[src/rtl/video_stream_pkg.sv]
// Shared definitions for the video stream capture path: width helper, FSM states,
// RGB field layout and the fixed-point +/-1.0 sample constants.
package video_stream_pkg;

  function automatic int unsigned clogb2(input int unsigned value);
    int unsigned width;
    width = 1;
    for (int unsigned i = 1; i < 32; i++) begin
      if ((value >> i) != 0) width = i + 1;
    end
    return width;
  endfunction

  typedef enum logic {
    ST_IDLE,
    ST_CAPTURE
  } capture_state_e;

  localparam int unsigned RGB_C2_LSB = 22;
  localparam int unsigned RGB_C1_LSB = 12;
  localparam int unsigned RGB_C0_LSB = 2;
  localparam logic [7:0]  RGB_THRESHOLD = 8'h80;

  function automatic logic [31:0] sample_mask(input int unsigned bitdepth);
    return (bitdepth >= 32) ? '1 : ((32'(1) << bitdepth) - 32'(1));
  endfunction

  function automatic logic [31:0] pixel_pos_one(input int unsigned bitdepth,
                                                input int unsigned frac);
    return (32'(1) << frac) & sample_mask(bitdepth);
  endfunction

  function automatic logic [31:0] pixel_neg_one(input int unsigned bitdepth,
                                                input int unsigned frac);
    return (32'(0) - (32'(1) << frac)) & sample_mask(bitdepth);
  endfunction

endpackage

[src/rtl/video_pixel_decode.sv]
// Combinational RGB beat -> signed fixed-point sample; inverse of the generator's
// white (+1.0) / blue (-1.0) / black (0) colour encoding.
module video_pixel_decode
  import video_stream_pkg::*;
#(
  parameter int unsigned PIXEL_BITDEPTH        = 16,
  parameter int unsigned PIXEL_FRACTIONAL_SIZE = 8
) (
  input  logic [31:0]                      tdata_i,
  output logic signed [PIXEL_BITDEPTH-1:0] sample_o
);

  localparam logic [PIXEL_BITDEPTH-1:0] POS_ONE =
    PIXEL_BITDEPTH'(pixel_pos_one(PIXEL_BITDEPTH, PIXEL_FRACTIONAL_SIZE));
  localparam logic [PIXEL_BITDEPTH-1:0] NEG_ONE =
    PIXEL_BITDEPTH'(pixel_neg_one(PIXEL_BITDEPTH, PIXEL_FRACTIONAL_SIZE));

  logic [7:0] c2;
  logic [7:0] c1;
  logic       unused_bits;

  assign c2 = tdata_i[RGB_C2_LSB +: 8];
  assign c1 = tdata_i[RGB_C1_LSB +: 8];
  // C0 and the padding bits carry no information for the three legal colours
  assign unused_bits = ^{tdata_i[31:30], tdata_i[21:20], tdata_i[11:0]};

  always_comb begin
    sample_o = '0;
    if (c1 >= RGB_THRESHOLD) begin
      sample_o = POS_ONE;
    end else if (c2 >= RGB_THRESHOLD) begin
      sample_o = NEG_ONE;
    end
  end

endmodule

[src/rtl/video_stream_capture.sv]
// AXI4-Stream video slave writing decoded pixels into per-column frame memories.
// Optional completed-frame counter port frame_count_o: define VIDEO_CAPTURE_FRAME_COUNT_EN.
module video_stream_capture
  import video_stream_pkg::*;
#(
  parameter int unsigned PIXEL_BITDEPTH        = 16,
  parameter int unsigned PIXEL_FRACTIONAL_SIZE = 8,
  parameter int unsigned IMAGE_COLUMNS         = 160,
  parameter int unsigned IMAGE_ROWS            = 160
) (
  input  logic                                 clk_i,
  input  logic                                 rst_ni,
  input  logic                                 s00_axis_tvalid,
  input  logic [31:0]                          s00_axis_tdata,
  input  logic                                 s00_axis_tlast,
  input  logic                                 s00_axis_tuser,
  output logic                                 s00_axis_tready,
  output logic [IMAGE_COLUMNS-1:0]             mem_write_en_o,
  output logic [clogb2(IMAGE_ROWS-1)-1:0]      mem_write_address_o,
  output logic signed [PIXEL_BITDEPTH-1:0]     mem_write_data_o,
  output logic                                 frame_done_o,
  output logic                                 sync_error_o
`ifdef VIDEO_CAPTURE_FRAME_COUNT_EN
  ,
  output logic [15:0]                          frame_count_o
`endif
);

  localparam int unsigned RW = clogb2(IMAGE_ROWS - 1);
  localparam int unsigned CW = clogb2(IMAGE_COLUMNS - 1);
  localparam logic [CW-1:0] COL_LAST = CW'(IMAGE_COLUMNS - 1);
  localparam logic [RW-1:0] ROW_LAST = RW'(IMAGE_ROWS - 1);

  capture_state_e                    state_q, state_d;
  logic [RW-1:0]                     row_q, row_d, row_eff;
  logic [CW-1:0]                     col_q, col_d, col_eff;
  logic                              tready_q;
  logic [IMAGE_COLUMNS-1:0]          wr_en_q, wr_en_d;
  logic [RW-1:0]                     wr_addr_q, wr_addr_d;
  logic signed [PIXEL_BITDEPTH-1:0]  wr_data_q, wr_data_d, sample;
  logic                              frame_done_q, frame_done_d;
  logic                              sync_error_q, sync_error_d;
  logic                              accept, sof, capture;

  video_pixel_decode #(
    .PIXEL_BITDEPTH       (PIXEL_BITDEPTH),
    .PIXEL_FRACTIONAL_SIZE(PIXEL_FRACTIONAL_SIZE)
  ) u_decode (
    .tdata_i (s00_axis_tdata),
    .sample_o(sample)
  );

  assign accept = s00_axis_tvalid & tready_q;

  always_comb begin
    state_d      = state_q;
    row_d        = row_q;
    col_d        = col_q;
    wr_en_d      = '0;
    wr_addr_d    = wr_addr_q;
    wr_data_d    = wr_data_q;
    frame_done_d = 1'b0;
    sync_error_d = 1'b0;
    sof          = accept & s00_axis_tuser;
    capture      = accept & (sof | (state_q == ST_CAPTURE));
    // An SOF beat from either state is handled as pixel (0,0), so the line/frame
    // end checks below apply uniformly to it.
    row_eff      = sof ? '0 : row_q;
    col_eff      = sof ? '0 : col_q;

    if (sof && (state_q == ST_CAPTURE)) sync_error_d = 1'b1;

    if (capture) begin
      wr_en_d   = IMAGE_COLUMNS'(1) << col_eff;
      wr_addr_d = row_eff;
      wr_data_d = sample;
      state_d   = ST_CAPTURE;
      row_d     = row_eff;
      col_d     = col_eff + 1'b1;
      if (col_eff == COL_LAST) begin
        col_d = '0;
        if (!s00_axis_tlast) begin
          sync_error_d = 1'b1;
          row_d        = '0;
          state_d      = ST_IDLE;
        end else if (row_eff == ROW_LAST) begin
          row_d        = '0;
          frame_done_d = 1'b1;
          state_d      = ST_IDLE;
        end else begin
          row_d = row_eff + 1'b1;
        end
      end else if (s00_axis_tlast) begin
        sync_error_d = 1'b1;
        row_d        = '0;
        col_d        = '0;
        state_d      = ST_IDLE;
      end
    end
  end

`ifdef VIDEO_CAPTURE_FRAME_COUNT_EN
  logic [15:0] frame_count_q, frame_count_d;

  always_comb frame_count_d = frame_count_q + 16'(frame_done_d);

  assign frame_count_o = frame_count_q;
`endif

  always_ff @(posedge clk_i or negedge rst_ni) begin
    if (!rst_ni) begin
      state_q       <= ST_IDLE;
      row_q         <= '0;
      col_q         <= '0;
      tready_q      <= 1'b0;
      wr_en_q       <= '0;
      wr_addr_q     <= '0;
      wr_data_q     <= '0;
      frame_done_q  <= 1'b0;
      sync_error_q  <= 1'b0;
`ifdef VIDEO_CAPTURE_FRAME_COUNT_EN
      frame_count_q <= '0;
`endif
    end else begin
      state_q       <= state_d;
      row_q         <= row_d;
      col_q         <= col_d;
      tready_q      <= 1'b1;
      wr_en_q       <= wr_en_d;
      wr_addr_q     <= wr_addr_d;
      wr_data_q     <= wr_data_d;
      frame_done_q  <= frame_done_d;
      sync_error_q  <= sync_error_d;
`ifdef VIDEO_CAPTURE_FRAME_COUNT_EN
      frame_count_q <= frame_count_d;
`endif
    end
  end

  assign s00_axis_tready     = tready_q;
  assign mem_write_en_o      = wr_en_q;
  assign mem_write_address_o = wr_addr_q;
  assign mem_write_data_o    = wr_data_q;
  assign frame_done_o        = frame_done_q;
  assign sync_error_o        = sync_error_q;

endmodule

[config.mk]
export PLATFORM = sky130hd
export DESIGN_NAME = video_stream_capture
export DESIGN_NICKNAME = d
export VERILOG_FILES = /design/src/rtl/video_stream_pkg.sv /design/src/rtl/video_pixel_decode.sv /design/src/rtl/video_stream_capture.sv
export SDC_FILE = /design/constraint.sdc
export NUM_CORES = 1
export LEC_CHECK = 0
export BUFFER_PORTS_ARGS = -buffer_cell sky130_fd_sc_hd__clkbuf_2
export CORE_MARGIN = 5
export CORE_UTILIZATION = 54
export CTS_CLUSTER_DIAMETER = 200
export DETAILED_ROUTE_END_ITERATION = 10
export PLACE_DENSITY = 0.85
export SLEW_MARGIN = 40
export SYNTH_ARGS = -nofsm -noshare
export SYNTH_HDL_FRONTEND = slang
export SYNTH_SLANG_ARGS = --single-unit
[constraint.sdc]
create_clock -name clk_i -period 5.4 [get_ports clk_i]
set_input_delay 0.27 -clock clk_i [delete_from_list [all_inputs] [get_ports clk_i]]
set_output_delay 0.27 -clock clk_i [all_outputs]
set_load 0.05 [all_outputs]
## Yosys cells after proc, flatten, opt, wreduce, memory -nomap -nowiden

Index checks and enable logic that the tools add are counted.

- Bits in registers: 204
- Input bits: 37
- Output and inout port bits: 187
- Word-level logic and storage cells: 45

- Add/sub/neg operators: 2
- $lt $le $gt $ge: 2
- Equality and inequality tests: 2
- Shifts and indexed selects: 1
- Muxes and demuxes: 24
- Bitwise logic cells: 4
- Reductions and logical operators: 1

Operators with widths:

| operator | count |
|---|---|
| 160-bit 2-to-1 mux | 1 |
| 1-bit by 8-bit << shifter with 160-bit output (first input constant) | 1 |
| 8-bit 2-to-1 mux | 8 |
| 16-bit 2-to-1 mux | 2 |
| 8-bit by 1-bit adder with 8-bit output (second input constant) | 2 |
| 8-bit equality test (second input constant) | 2 |
| 8-bit greater-or-equal comparator (second input constant) | 2 |
| 1-bit 2-to-1 mux | 13 |
| 1-bit AND | 3 |
| 1-bit logical AND | 1 |
| 1-bit bitwise OR | 1 |

## Logic depth before layout (Yosys ltp)

Gate-level depths: netlist of the first run.

- Depth in word-level cells: 8
- Mapped depth: 9
- Depth with buffers taken out: 8

## Hierarchy

Synthesis of the first run repeated with hierarchy kept, for this count alone.

- Cells, all modules: 607
- Area total of the unflattened synthesis: 7218.2 um2

By module, submodules not included:

| module | instances | cells each | area each (um2) | sequential area each (um2) |
|---|---|---|---|---|
| video_stream_capture | 1 | 590 | 7094.3 | 5104.9 |
| video_pixel_decode | 1 | 17 | 123.9 | 0.0 |

## Least setup slack after synthesis of the first run

OpenSTA, ideal clock, no wires.

- Path kind: register to register
- From: reg tready_q (netlist: s00_axis_tready)
- To: reg row_q[3]
- Library setup time: 0.134 ns
- Arrival time: 2.234 ns
- Required time: 5.266 ns
- Setup slack: 3.031 ns
- Cell stages (with the launch flop): 9
- Path buffers: 1
- Period minus slack after synthesis: 2.369 ns
- Path through: dfrtp_1 -> nand3_1 -> clkbuf_1 -> and2_1 -> ha_1 -> nand3_1 -> or3_1 -> nand3_1 -> o211ai_1

- Cells in the longest elaborated chain, start to end: 7
- Elaborated cells between the ends (all ways): 13
- Those cells by class: add/sub: 1; eq/ne: 2; mux: 6; bitwise: 4

Ends and longest elaborated chain:

| element | line | text |
|---|---|---|
| from (decl) | video_stream_capture.sv:37 | `logic tready_q;` |
| from (signal assigned) | video_stream_capture.sv:115 | `tready_q <= 1'b0;` |
| from (signal assigned) | video_stream_capture.sv:128 | `tready_q <= 1'b1;` |
| 1-bit AND * | video_stream_capture.sv:53 | `assign accept = s00_axis_tvalid & tready_q;` |
| 1-bit AND * | video_stream_capture.sv:64 | `sof = accept & s00_axis_tuser;` |
| 8-bit 2-to-1 mux * | video_stream_capture.sv:68 | `row_eff = sof ? '0 : row_q;` |
| net row_eff[0] | video_stream_capture.sv:35 | `logic [RW-1:0] row_q, row_d, row_eff;` |
| 8-bit by 1-bit adder with 8-bit output / 8-bit equality test (equally long branches) | video_stream_capture.sv:91, video_stream_capture.sv:86 |  |
| 8-bit 2-to-1 mux * | video_stream_capture.sv:86 | `end else if (row_eff == ROW_LAST) begin` |
| 8-bit 2-to-1 mux * | video_stream_capture.sv:82 | `if (!s00_axis_tlast) begin` |
| 8-bit 2-to-1 mux * | video_stream_capture.sv:80 | `if (col_eff == COL_LAST) begin` |
| to (signal assigned) | video_stream_capture.sv:126 | `row_q <= row_d;` |
| to (decl) | video_stream_capture.sv:35 |  |

The timed path passes the listed nets; every way through them passes the cells marked *.
A chain may end at the register's enable or synchronous reset.

## Worst setup path after layout of the first run

- From: reg tready_q (netlist: s00_axis_tready)
- To: reg row_q[7]

Same word-level chain as after synthesis.

==> run_results.csv, run 1 <==
group,metric,value,unit
synthesis,synth_largest_type_area_fraction,71.3,%
grt,largest_net_degree_at_the_start_of_global_routing,77,
power_and_ir_drop,p_per_area,347,nW/um^2
sta,final.setup.worst_slack,2930,ps
floorplan,die-area,14700,um^2
grt,grt_first_pass_wirelength,26.0,mm
critical_path,critPathSlowestCell,"sky130_fd_sc_hd__dfrtp_1",
sta,finalWorstPathRequiredPeriod,2470,ps
clocking,tritoncts_clock_tree,"built",
placed_design,gp_routability_congestion,0.805,
clocking,cts.clk_slew.worst_paths,70,ps
critical_path,critical_path_arrival,2770,ps
job,number_of_maximum_capacitance_violations,0,
drt,drt_pre_antenna_iters,5,
synthesis,syn-cell-area,6670,um^2
synthesis,synth-edff-count,0,
synthesis,synthCells,564,
sta,count_of_endpoints_failing_setup_in_the_final_report,0,
floorplan,dieHeight,121,um
drt,drt_iter0_markers,343,
clocking,cts_h_tree_depth,4,
clocking,source_to_sink_clock_delay_at_the_later_pin_of_the_worst_skew_pair,430,ps
sta,slew_at_the_pin_closest_to_its_max_slew_limit,846,ps
floorplan,initial_core_util,55.3,%
power_and_ir_drop,totalPowerFinal,2.86,mW
grt,grt_pass1_vias,4775,
finish,syn_to_final_growth,23.7,%
placed_design,place.port_buffers,185,
sta,min_period_over_period,45.8,%
synthesis,synth.lib_cells_used.distinct,49,
finish,layout.cells.most_common,"sky130_fd_sc_hd__dfrtp_1",
drt,vias_post_dr,4775,
placed_design,hpwl,11.2,mm
synthesis,asyncSetResetFlopFracSynth,100,%
drt,avgViaCountPerCell,5.18,
synthesis,synthesis.yosys.warnings,0,
clocking,clock_tree.root_cell,"sky130_fd_sc_hd__clkbuf_16",
drt,antenna_left,0,
outcome,run_status,"completed",
power_and_ir_drop,maximum_resistive_drop_on_vdd,0.000180,V
grt,grt-ovfl-total,0,
grt,global_route.usage.total,23.5,%
synthesis,post_syn_area_per_cell,11.8,um^2
drt,drt-wirelength-per-cell,18.2,um
floorplan,placeableCoreArea,12100,um^2
critical_path,critical_path.startpoint_type,"register",
floorplan,chipWidth,121,um
critical_path,path_buf_inv,1,
critical_path,worst_path_most_repeated_cell,"sky130_fd_sc_hd__nand3_1",
clocking,cts-buffers-inserted,17,
clocking,clk_path_buf_depth,2,
synthesis,synthTopCellsByArea,"sky130_fd_sc_hd__dfrtp_1 (71%), sky130_fd_sc_hd__nor2_1 (7.6%), sky130_fd_sc_hd__nand2_1 (3.1%), sky130_fd_sc_hd__nor2_2 (2.8%), sky130_fd_sc_hd__buf_4 (1.6%)",
critical_path,crit_required,5700,ps
sta,unrepaired_setup_endpoints_after_global_routing,"false",
sta,achievable-frequency,0.404,GHz
placed_design,detailedPlace.worstSlack,2950,ps
floorplan,floorplan.io_pins,224,
synthesis,synth-main-ff-cell,"sky130_fd_sc_hd__dfrtp_1",
critical_path,critical-path-top-delay-family,"simple AND/OR/NAND/NOR gates",
critical_path,cp_slowest_stage_delay,440,ps
finish,layout.cells.most_common_list,"sky130_fd_sc_hd__dfrtp_1 (190), sky130_fd_sc_hd__clkbuf_2 (184), sky130_fd_sc_hd__nor2_1 (135)",
sta,maxSlewHeadroom,43.6,%
synthesis,synth-seq-cells,190,
critical_path,worstSetupEndpointType,"register",
sta,timing_hold_violations_final,0,
drt,drcViolationCount,0,
critical_path,crit_type,"reg -> reg",
critical_path,cells_along_the_critical_path,"nand3_1, nand2_1, inv_1, ha_1, nand3_1, or3_1, nand3_1, o21ai_0",
synthesis,seq_total_area_yosys,71.3,%
power_and_ir_drop,power.static_leakage,4.20,nW
critical_path,worstPathMaxFanout,14,
sta,finalSetupTns,0,ps
worst_hold_path,hp-class,"in -> reg",
sta,slew_viol_final,0,
finish,layout-drive-gt1-share,35.1,%
finish,antenna_cells,0,
finish,final_net_count,779,
synthesis,synth.largest_area_cell,"sky130_fd_sc_hd__dfrtp_1",
floorplan,placement_rows,40,
clocking,tritoncts_num_sinks,190,
drt,finalWirelength,16.7,mm
grt,antenna_found_initial,0,
sta,finalClockSkew,7.27,ps
==> Yosys cell counts (3+ instances only) <==
cell type and count:
sky130_fd_sc_hd__nand3_1 11, sky130_fd_sc_hd__xnor2_1 4, sky130_fd_sc_hd__buf_4 14, sky130_fd_sc_hd__a31oi_1 3
sky130_fd_sc_hd__o211ai_1 3, sky130_fd_sc_hd__and4_1 3, sky130_fd_sc_hd__clkbuf_1 18, sky130_fd_sc_hd__nor2_2 30
sky130_fd_sc_hd__nor3_1 11, sky130_fd_sc_hd__buf_6 3, sky130_fd_sc_hd__o22ai_1 3, sky130_fd_sc_hd__inv_1 3
sky130_fd_sc_hd__o31ai_1 3, sky130_fd_sc_hd__nor2_1 135, sky130_fd_sc_hd__o21ai_0 19, sky130_fd_sc_hd__buf_2 8
sky130_fd_sc_hd__dfrtp_1 190, sky130_fd_sc_hd__nand4_1 4, sky130_fd_sc_hd__nor3b_1 3, sky130_fd_sc_hd__a22o_1 5
sky130_fd_sc_hd__nand2_1 55
==> sequential cells by signal (all words and copies together) (netlist names) <==
signal,flops
col_q,8
frame_done_o,1
mem_write_address_o,8
mem_write_data_o,2
mem_write_en_o,160
row_q,8
s00_axis_tready,1
state_q,1
sync_error_o,1
==> stage by stage <==
step | hold WS (ps) | cell area [um^2] | instances | util [%]
floorplan | -25.6 | 6690 | 571 | -
detailed placement | 242 | 7650 | 888 | 63.5
CTS | 78.6 | 8250 | 921 | 68.4
global route | 86.8 | 8250 | 921 | 68.4
finish | 92.6 | 8250 | 921 | 68.4
global placement | 235 | 7640 | 888 | 63.4
==> metal layers <==
| layer | global-route usage, % | vias to the layer above | wire length [um] |
|---|---|---|---|
| met1 | 29.0 | 2381 | 6590 |
| met3 | 5.50 | 27 | 1210 |
| li1 | - | 2149 | - |
| met4 | 9.35 | 0 | 361 |
| met2 | 39.9 | 218 | 8590 |
| met5 | 0 | - | 0 |
==> worst reg2reg max path, cell delays in order (launching register included) <==
cell,delay [ps]
sky130_fd_sc_hd__dfrtp_1,440
sky130_fd_sc_hd__nand3_1,440
sky130_fd_sc_hd__nand2_1,180
sky130_fd_sc_hd__inv_1,90
sky130_fd_sc_hd__ha_1,200
sky130_fd_sc_hd__nand3_1,160
sky130_fd_sc_hd__or3_1,420
sky130_fd_sc_hd__nand3_1,270
sky130_fd_sc_hd__o21ai_0,150
==> where the power goes <==
group          total (mW)  internal (mW)  switching, mW  leakage [nW]
sequential           1.46           1.44         0.0199          2.65
combinational       0.196         0.0343          0.162          1.26
clock                1.21          0.693          0.517         0.294
total                2.86           2.16          0.698          4.20
==> worst paths after layout <==
path	from	end	slack [ps]	depth (start not counted)
setup / recovery	s00_axis_tready	row_q[7]	2930	8
hold / removal	s00_axis_tdata[29]	mem_write_data_o[14]	90	3
setup reg to reg	s00_axis_tready	row_q[7]	2930	8
hold reg to reg	mem_write_data_o[8]	mem_write_data_o[8]	490	2
max in group asynchronous	rst_ni	mem_write_en_o[4]	3960	3
min in group asynchronous	rst_ni	mem_write_en_o[110]	370	2
==> kinds of logic after synthesis <==
kind of cell	Yosys count	share of synthesized area, %
adder cells (fa/ha/maj)	2	0.375
flip-flops	190	71.3
other	2	0.113
AO/OA/AOI/OAI	45	4.47
XOR/XNOR	5	0.657
AND/OR/NAND/NOR	272	18.9
buffers and inverters	46	3.87
multiplexers	2	0.319
==> area by class of cell <==
class	instances	area, um^2
Inverter	3	11.3
Sequential cell	190	4750
Tap cell	168	210
Timing Repair Buffer	193	998
Multi-Input combinational cell	335	1690
Clock buffer	18	439
Fill cell	848	3820
Clock inverter	14	143
==> what timing repair did <==
action                    CTS  global route
gates resized for setup     0             0
hold endpoints to repair   56             0
hold buffers                1             0
buffers inserted            0             0
Power figures use the tool's default switching activity.
==> inputs of run 2 (changes only) <==
Settings changed: CORE_UTILIZATION 54 to 45, PLACE_DENSITY 0.85 to 0.75.
Clock period 5.4 ns to 2 ns, I/O delays scaled along.
==> run_results.csv, run 2 (same netlist as run 1, synthesis figures left out) <==
group,metric,value,unit
sta,finalWorstPathRequiredPeriod,1950,ps
drt,drt-wirelength-per-cell,17.8,um
critical_path,critical_path_arrival,2300,ps
critical_path,cp_slowest_stage_delay,630,ps
worst_hold_path,hp-class,"in -> reg",
drt,drt_iter0_markers,462,
clocking,clk_path_buf_depth,2,
power_and_ir_drop,maximum_resistive_drop_on_vdd,0.000609,V
sta,finalSetupTns,0,ps
power_and_ir_drop,power.static_leakage,4.33,nW
critical_path,critical_path.startpoint_type,"register",
floorplan,chipWidth,132,um
finish,finalInstanceArea,8570,um^2
placed_design,place.port_buffers,185,
clocking,cts.clk_slew.worst_paths,70,ps
floorplan,dieHeight,132,um
critical_path,crit_required,2350,ps
grt,grt-ovfl-total,0,
drt,antenna_left,0,
floorplan,floorplan.io_pins,224,
floorplan,placement_rows,44,
finish,final-instance-count-excl-fill,961,
finish,final_net_count,804,
power_and_ir_drop,totalPowerFinal,7.87,mW
critical_path,worstPathMaxFanout,30,
finish,layout-drive-gt1-share,37.5,%
critical_path,cells_along_the_critical_path,"and3_1, or3b_1, or3b_4, nor2_2",
sta,count_of_endpoints_failing_setup_in_the_final_report,0,
finish,multi_input_gate_area,1730,um^2
sta,achievable-frequency,0.512,GHz
finish,largest_register_ff_count,160,
clocking,tritoncts_num_sinks,190,
clocking,clock_tree.root_cell,"sky130_fd_sc_hd__clkbuf_16",
grt,largest_net_degree_at_the_start_of_global_routing,63,
floorplan,placeableCoreArea,14500,um^2
drt,avgViaCountPerCell,5.01,
sta,maxSlewHeadroom,56.4,%
sta,slew_at_the_pin_closest_to_its_max_slew_limit,654,ps
critical_path,crit_type,"reg -> reg",
clocking,tritoncts_clock_tree,"built",
grt,grt_first_pass_wirelength,27.9,mm
finish,layout.cells.most_common_list,"sky130_fd_sc_hd__dfrtp_1 (189), sky130_fd_sc_hd__clkbuf_2 (184), sky130_fd_sc_hd__nor2_1 (134)",
grt,antenna_found_initial,0,
sta,finalHoldWorstSlack,49.1,ps
power_and_ir_drop,p_per_area,918,nW/um^2
finish,layout.area.seq,4760,um^2
floorplan,die-area,17300,um^2
sta,unrepaired_setup_endpoints_after_global_routing,"true",
critical_path,critPathSlowestCell,"sky130_fd_sc_hd__or3b_4",
drt,finalWirelength,17.1,mm
placed_design,gp_routability_congestion,0.843,
placed_design,hpwl,12.0,mm
critical_path,path_buf_inv,0,
finish,num-fill-cells,1207,
sta,slew_viol_final,0,
placed_design,place.detailed.instances,926,
critical_path,worstSetupEndpointType,"register",
outcome,run_status,"completed",
sta,min_period_over_period,97.6,%
sta,finalClockSkew,9.30,ps
drt,vias_post_dr,4817,
finish,syn_to_final_growth,28.6,%
grt,grt_pass1_vias,5045,
clocking,cts_h_tree_depth,4,
drt,drt_pre_antenna_iters,4,
finish,antenna_cells,0,
job,number_of_maximum_capacitance_violations,0,
floorplan,initial_core_util,45.9,%
critical_path,critical-path-top-delay-family,"simple AND/OR/NAND/NOR gates",
grt,global_route.usage.total,20.3,%
clocking,source_to_sink_clock_delay_at_the_later_pin_of_the_worst_skew_pair,430,ps
clocking,cts-buffers-inserted,17,
finish,layout.cells.most_common,"sky130_fd_sc_hd__dfrtp_1",
sta,timing_hold_violations_final,0,
drt,drcViolationCount,0,
placed_design,placed_cell_area,7920,um^2
==> run 2: cell count changes in the layout (fill, tap and decap cells not counted), moves of 2 or more <==
cell / before / now
sky130_fd_sc_hd__clkinv_4: 5 / 2
sky130_fd_sc_hd__buf_12: 0 / 5
sky130_fd_sc_hd__inv_6: 1 / 4
sky130_fd_sc_hd__nand3_4: 0 / 2
sky130_fd_sc_hd__dlygate4sd3_1: 1 / 4
sky130_fd_sc_hd__clkinvlp_4: 0 / 2
sky130_fd_sc_hd__clkinv_2: 6 / 1
sky130_fd_sc_hd__nand3_1: 11 / 9
sky130_fd_sc_hd__buf_4: 6 / 24
==> run 2: stage by stage <==
stage,util [%],setup slack (ps)
finish,59.0,47.0
global route,59.0,-9.90
CTS,58.8,50.5
detailed placement,54.5,74.6
global placement,54.5,125
floorplan,-,34.8
==> run 2: power by group <==
group,internal [mW],switching (mW)
logic,0.141,0.451
registers,3.87,0.0568
clock network,1.87,1.48
==> run 2: what timing repair did <==
item,in CTS,in global routing
endpoints found under the setup margin,0,41
hold buffers,4,0
resized for setup,0,5
setup buffers,0,0
hold endpoints to repair,59,0
==> run 2: worst paths after layout <==
check / start / cells after the start / endpoint / slack, ps
max: s00_axis_tready / 4 / mem_write_en_o[97] / 50
min: s00_axis_tlast / 2 / col_q[4] / 50
max reg2reg: s00_axis_tready / 4 / mem_write_en_o[97] / 50
min reg2reg: mem_write_data_o[8] / 2 / mem_write_data_o[8] / 480
max in group asynchronous: rst_ni / 3 / mem_write_en_o[155] / 1110
min in group asynchronous: rst_ni / 2 / mem_write_en_o[8] / 240
==> run 2: per-layer routing <==
layer | vias to the layer above | GRT usage (%) | wire length [um]
met1 | 2376 | 26.5 | 6990
li1 | 2201 | - | -
met3 | 31 | 6.88 | 1350
met4 | 0 | 7.09 | 366
met5 | - | 0 | 0
met2 | 209 | 31.9 | 8430
==> run 2: layout make-up <==
type,count,share of cell area (%)
Tap cell,184,2.69
Clock buffer,18,5.01
Timing Repair Buffer,218,14.6
Multi-Input combinational cell,335,20.2
Clock inverter,13,1.87
Sequential cell,190,55.5
Inverter,3,0.131
==> inputs of run 3 (changes only) <==
Settings changed: CORE_UTILIZATION 45 to 54, PLACE_DENSITY 0.75 to 0.85, RECOVER_POWER from default to 50.
Clock period 2 ns to 2.4 ns, I/O delays scaled along.
==> run_results.csv, run 3 (same netlist as run 1, synthesis figures left out) <==
group,metric,value,unit
outcome,run_status,"complete, but fails checks",
outcome,failed_checks,"capacitance limit, slew limit",
drt,drt-wirelength-per-cell,18.1,um
drt,avgViaCountPerCell,5.16,
sta,timing_hold_violations_final,0,
critical_path,reg2reg_depth,3,
power_and_ir_drop,clock_power_share,42.7,%
clocking,cts_resized,0,
floorplan,placement_rows,40,
job,number_of_maximum_capacitance_violations,1,
floorplan,dieHeight,121,um
finish,layout.cells.most_common,"sky130_fd_sc_hd__dfrtp_1",
power_and_ir_drop,internal_power,4.91,mW
critical_path,critPathSlowestCell,"sky130_fd_sc_hd__or3b_2",
sta,final.setup.worst_slack,193,ps
critical_path,critical_path_depth,3,
sta,slew_at_the_pin_closest_to_its_max_slew_limit,1690,ps
drt,drt_pre_antenna_iters,4,
placed_design,detailedPlace.worstSlack,216,ps
critical_path,path_buf_inv,0,
critical_path,rr_endpoint,"mem_write_en_o[57]",
drt,drcViolationCount,0,
clocking,cts-buffers-inserted,17,
drt,antenna_left,0,
critical_path,crit_type,"reg -> reg",
sta,finalClockSkew,8.16,ps
sta,slew_viol_final,72,
clocking,tritoncts_clock_tree,"built",
critical_path,crit_end,"mem_write_en_o[57]",
power_and_ir_drop,power_switching_share,24.4,%
critical_path,worstSetupEndpointType,"register",
critical_path,worstPathMaxFanout,30,
critical_path,critical-path-top-delay-family,"simple AND/OR/NAND/NOR gates",
floorplan,die-area,14700,um^2
finish,layout-drive-gt1-share,19.7,%
sta,achievable-frequency,0.453,GHz
power_and_ir_drop,p_per_area,795,nW/um^2
power_and_ir_drop,maximum_resistive_drop_on_vdd,0.000368,V
placed_design,placed_cell_area,7700,um^2
placed_design,place.detailed.instances,893,
critical_path,reg_to_reg_start,"s00_axis_tready",
floorplan,initial_core_util,55.3,%
critical_path,worstSetupStartpoint,"s00_axis_tready",
placed_design,gp_routability_congestion,0.827,
sta,unrepaired_setup_endpoints_after_global_routing,"false",
floorplan,floorplan.io_pins,224,
finish,layout.cells.most_common_list,"sky130_fd_sc_hd__dfrtp_1 (190), sky130_fd_sc_hd__nor2_1 (135), sky130_fd_sc_hd__clkbuf_1 (118)",
critical_path,critical_path.startpoint_type,"register",
power_and_ir_drop,pwr-share-comb,6.8,%
critical_path,crit_required,2660,ps
worst_hold_path,hp-class,"in -> reg",
clocking,clk_path_buf_depth,2,
finish,final_net_count,787,
grt,antenna_found_initial,0,
finish,syn_to_final_growth,22.5,%
critical_path,timing.reg2reg.setup_slack,190,ps
critical_path,cp_slowest_stage_delay,760,ps
power_and_ir_drop,p_switching,1.58,mW
clocking,cts_h_tree_depth,4,
sta,maxSlewHeadroom,-12.6,%
grt,grt_first_pass_wirelength,25.8,mm
critical_path,cells_along_the_critical_path,"and3_1, or3b_2, nor2_1",
grt,grt-ovfl-total,0,
grt,global_route.usage.total,23.2,%
placed_design,hpwl,11.3,mm
drt,finalWirelength,16.8,mm
grt,grt_pass1_vias,4841,
clocking,tritoncts_num_sinks,190,
floorplan,chipWidth,121,um
grt,largest_net_degree_at_the_start_of_global_routing,72,
sta,count_of_endpoints_failing_setup_in_the_final_report,0,
power_and_ir_drop,proportion_of_power_drawn_by_flip_flops_and_latches,50.5,%
sta,min_period_over_period,92.0,%
floorplan,placeableCoreArea,12100,um^2
clocking,cts.clk_slew.worst_paths,70,ps
finish,antenna_cells,0,
clocking,source_to_sink_clock_delay_at_the_later_pin_of_the_worst_skew_pair,420,ps
sta,finalWorstPathRequiredPeriod,2210,ps
placed_design,place.port_buffers,185,
sta,finalHoldWorstSlack,73.1,ps
finish,finalInstanceArea,8160,um^2
power_and_ir_drop,power.static_leakage,3.82,nW
drt,vias_post_dr,4793,
finish,largest_register_ff_count,160,
finish,final-instance-count-excl-fill,928,
clocking,clock_tree.root_cell,"sky130_fd_sc_hd__clkbuf_16",
sta,finalSetupTns,0,ps
worst_hold_path,hold-path-cell-count,4,
critical_path,critical_path_arrival,2470,ps
drt,drt_iter0_markers,523,
[run 3: power groups by stage]
| stage | clock (mW) | sequential [mW] | combinational [mW] |
|---|---|---|---|
| 2_1_floorplan | 0 | 3.36 | 0.278 |
| 3_3_place_gp | 0 | 3.33 | 0.438 |
| 3_5_place_dp | 0 | 3.33 | 0.450 |
| 4_1_cts | 2.80 | 3.27 | 0.456 |
| 5_1_grt | 2.95 | 3.28 | 0.484 |
| 6_report | 2.77 | 3.28 | 0.444 |
[run 3: worst min-delay path by stage]
stage | endpoint | slack (ps) | start
2_1_floorplan | col_q[0] | -180 | rst_ni
4_1_cts | col_q[4] | 40 | s00_axis_tlast
3_3_place_gp | mem_write_en_o[46] | 150 | rst_ni
6_report | state_q | 70 | s00_axis_tvalid
5_1_grt | col_q[4] | 90 | s00_axis_tlast
3_5_place_dp | mem_write_en_o[142] | 160 | rst_ni
[run 3: per-layer routing]
layer | part of all wire, % | up-vias | GRT usage, %
met3 | 6.6 | 22 | 5.59
li1 | - | 2173 | -
met1 | 41 | 2383 | 28.7
met5 | 0 | - | 0
met2 | 51 | 215 | 40.0
met4 | 1.6 | 0 | 7.72
[run 3: what timing repair did]
action,4_1_cts,5_1_grt
buffers inserted,0,0
endpoints found under the hold margin,69,0
hold buffers,4,0
[run 3: area by class of cell]
type | instances | area, um^2
fillers | 884 | 3900
inverters | 3 | 11.3
flip-flops and latches | 190 | 4750
clock buffers | 20 | 457
repair buffers | 201 | 908
multi-input cells | 335 | 1690
well taps | 168 | 210
clock inverters | 11 | 133
[run 3: per-stage QoR]
| step | total power, mW | util (%) |
|---|---|---|
| after floorplan | 3.63 | - |
| after global placement | 3.77 | 63.8 |
| after detailed placement | 3.78 | 63.8 |
| after CTS | 6.53 | 69.1 |
| after global routing | 6.72 | 67.7 |
| final | 6.49 | 67.7 |
[run 3: worst reg2reg max path: cells and delay by family, from the launching register on]
kind             cells  cell delay, ps
AND/OR/NAND/NOR      3            1610
flip-flops           1             440
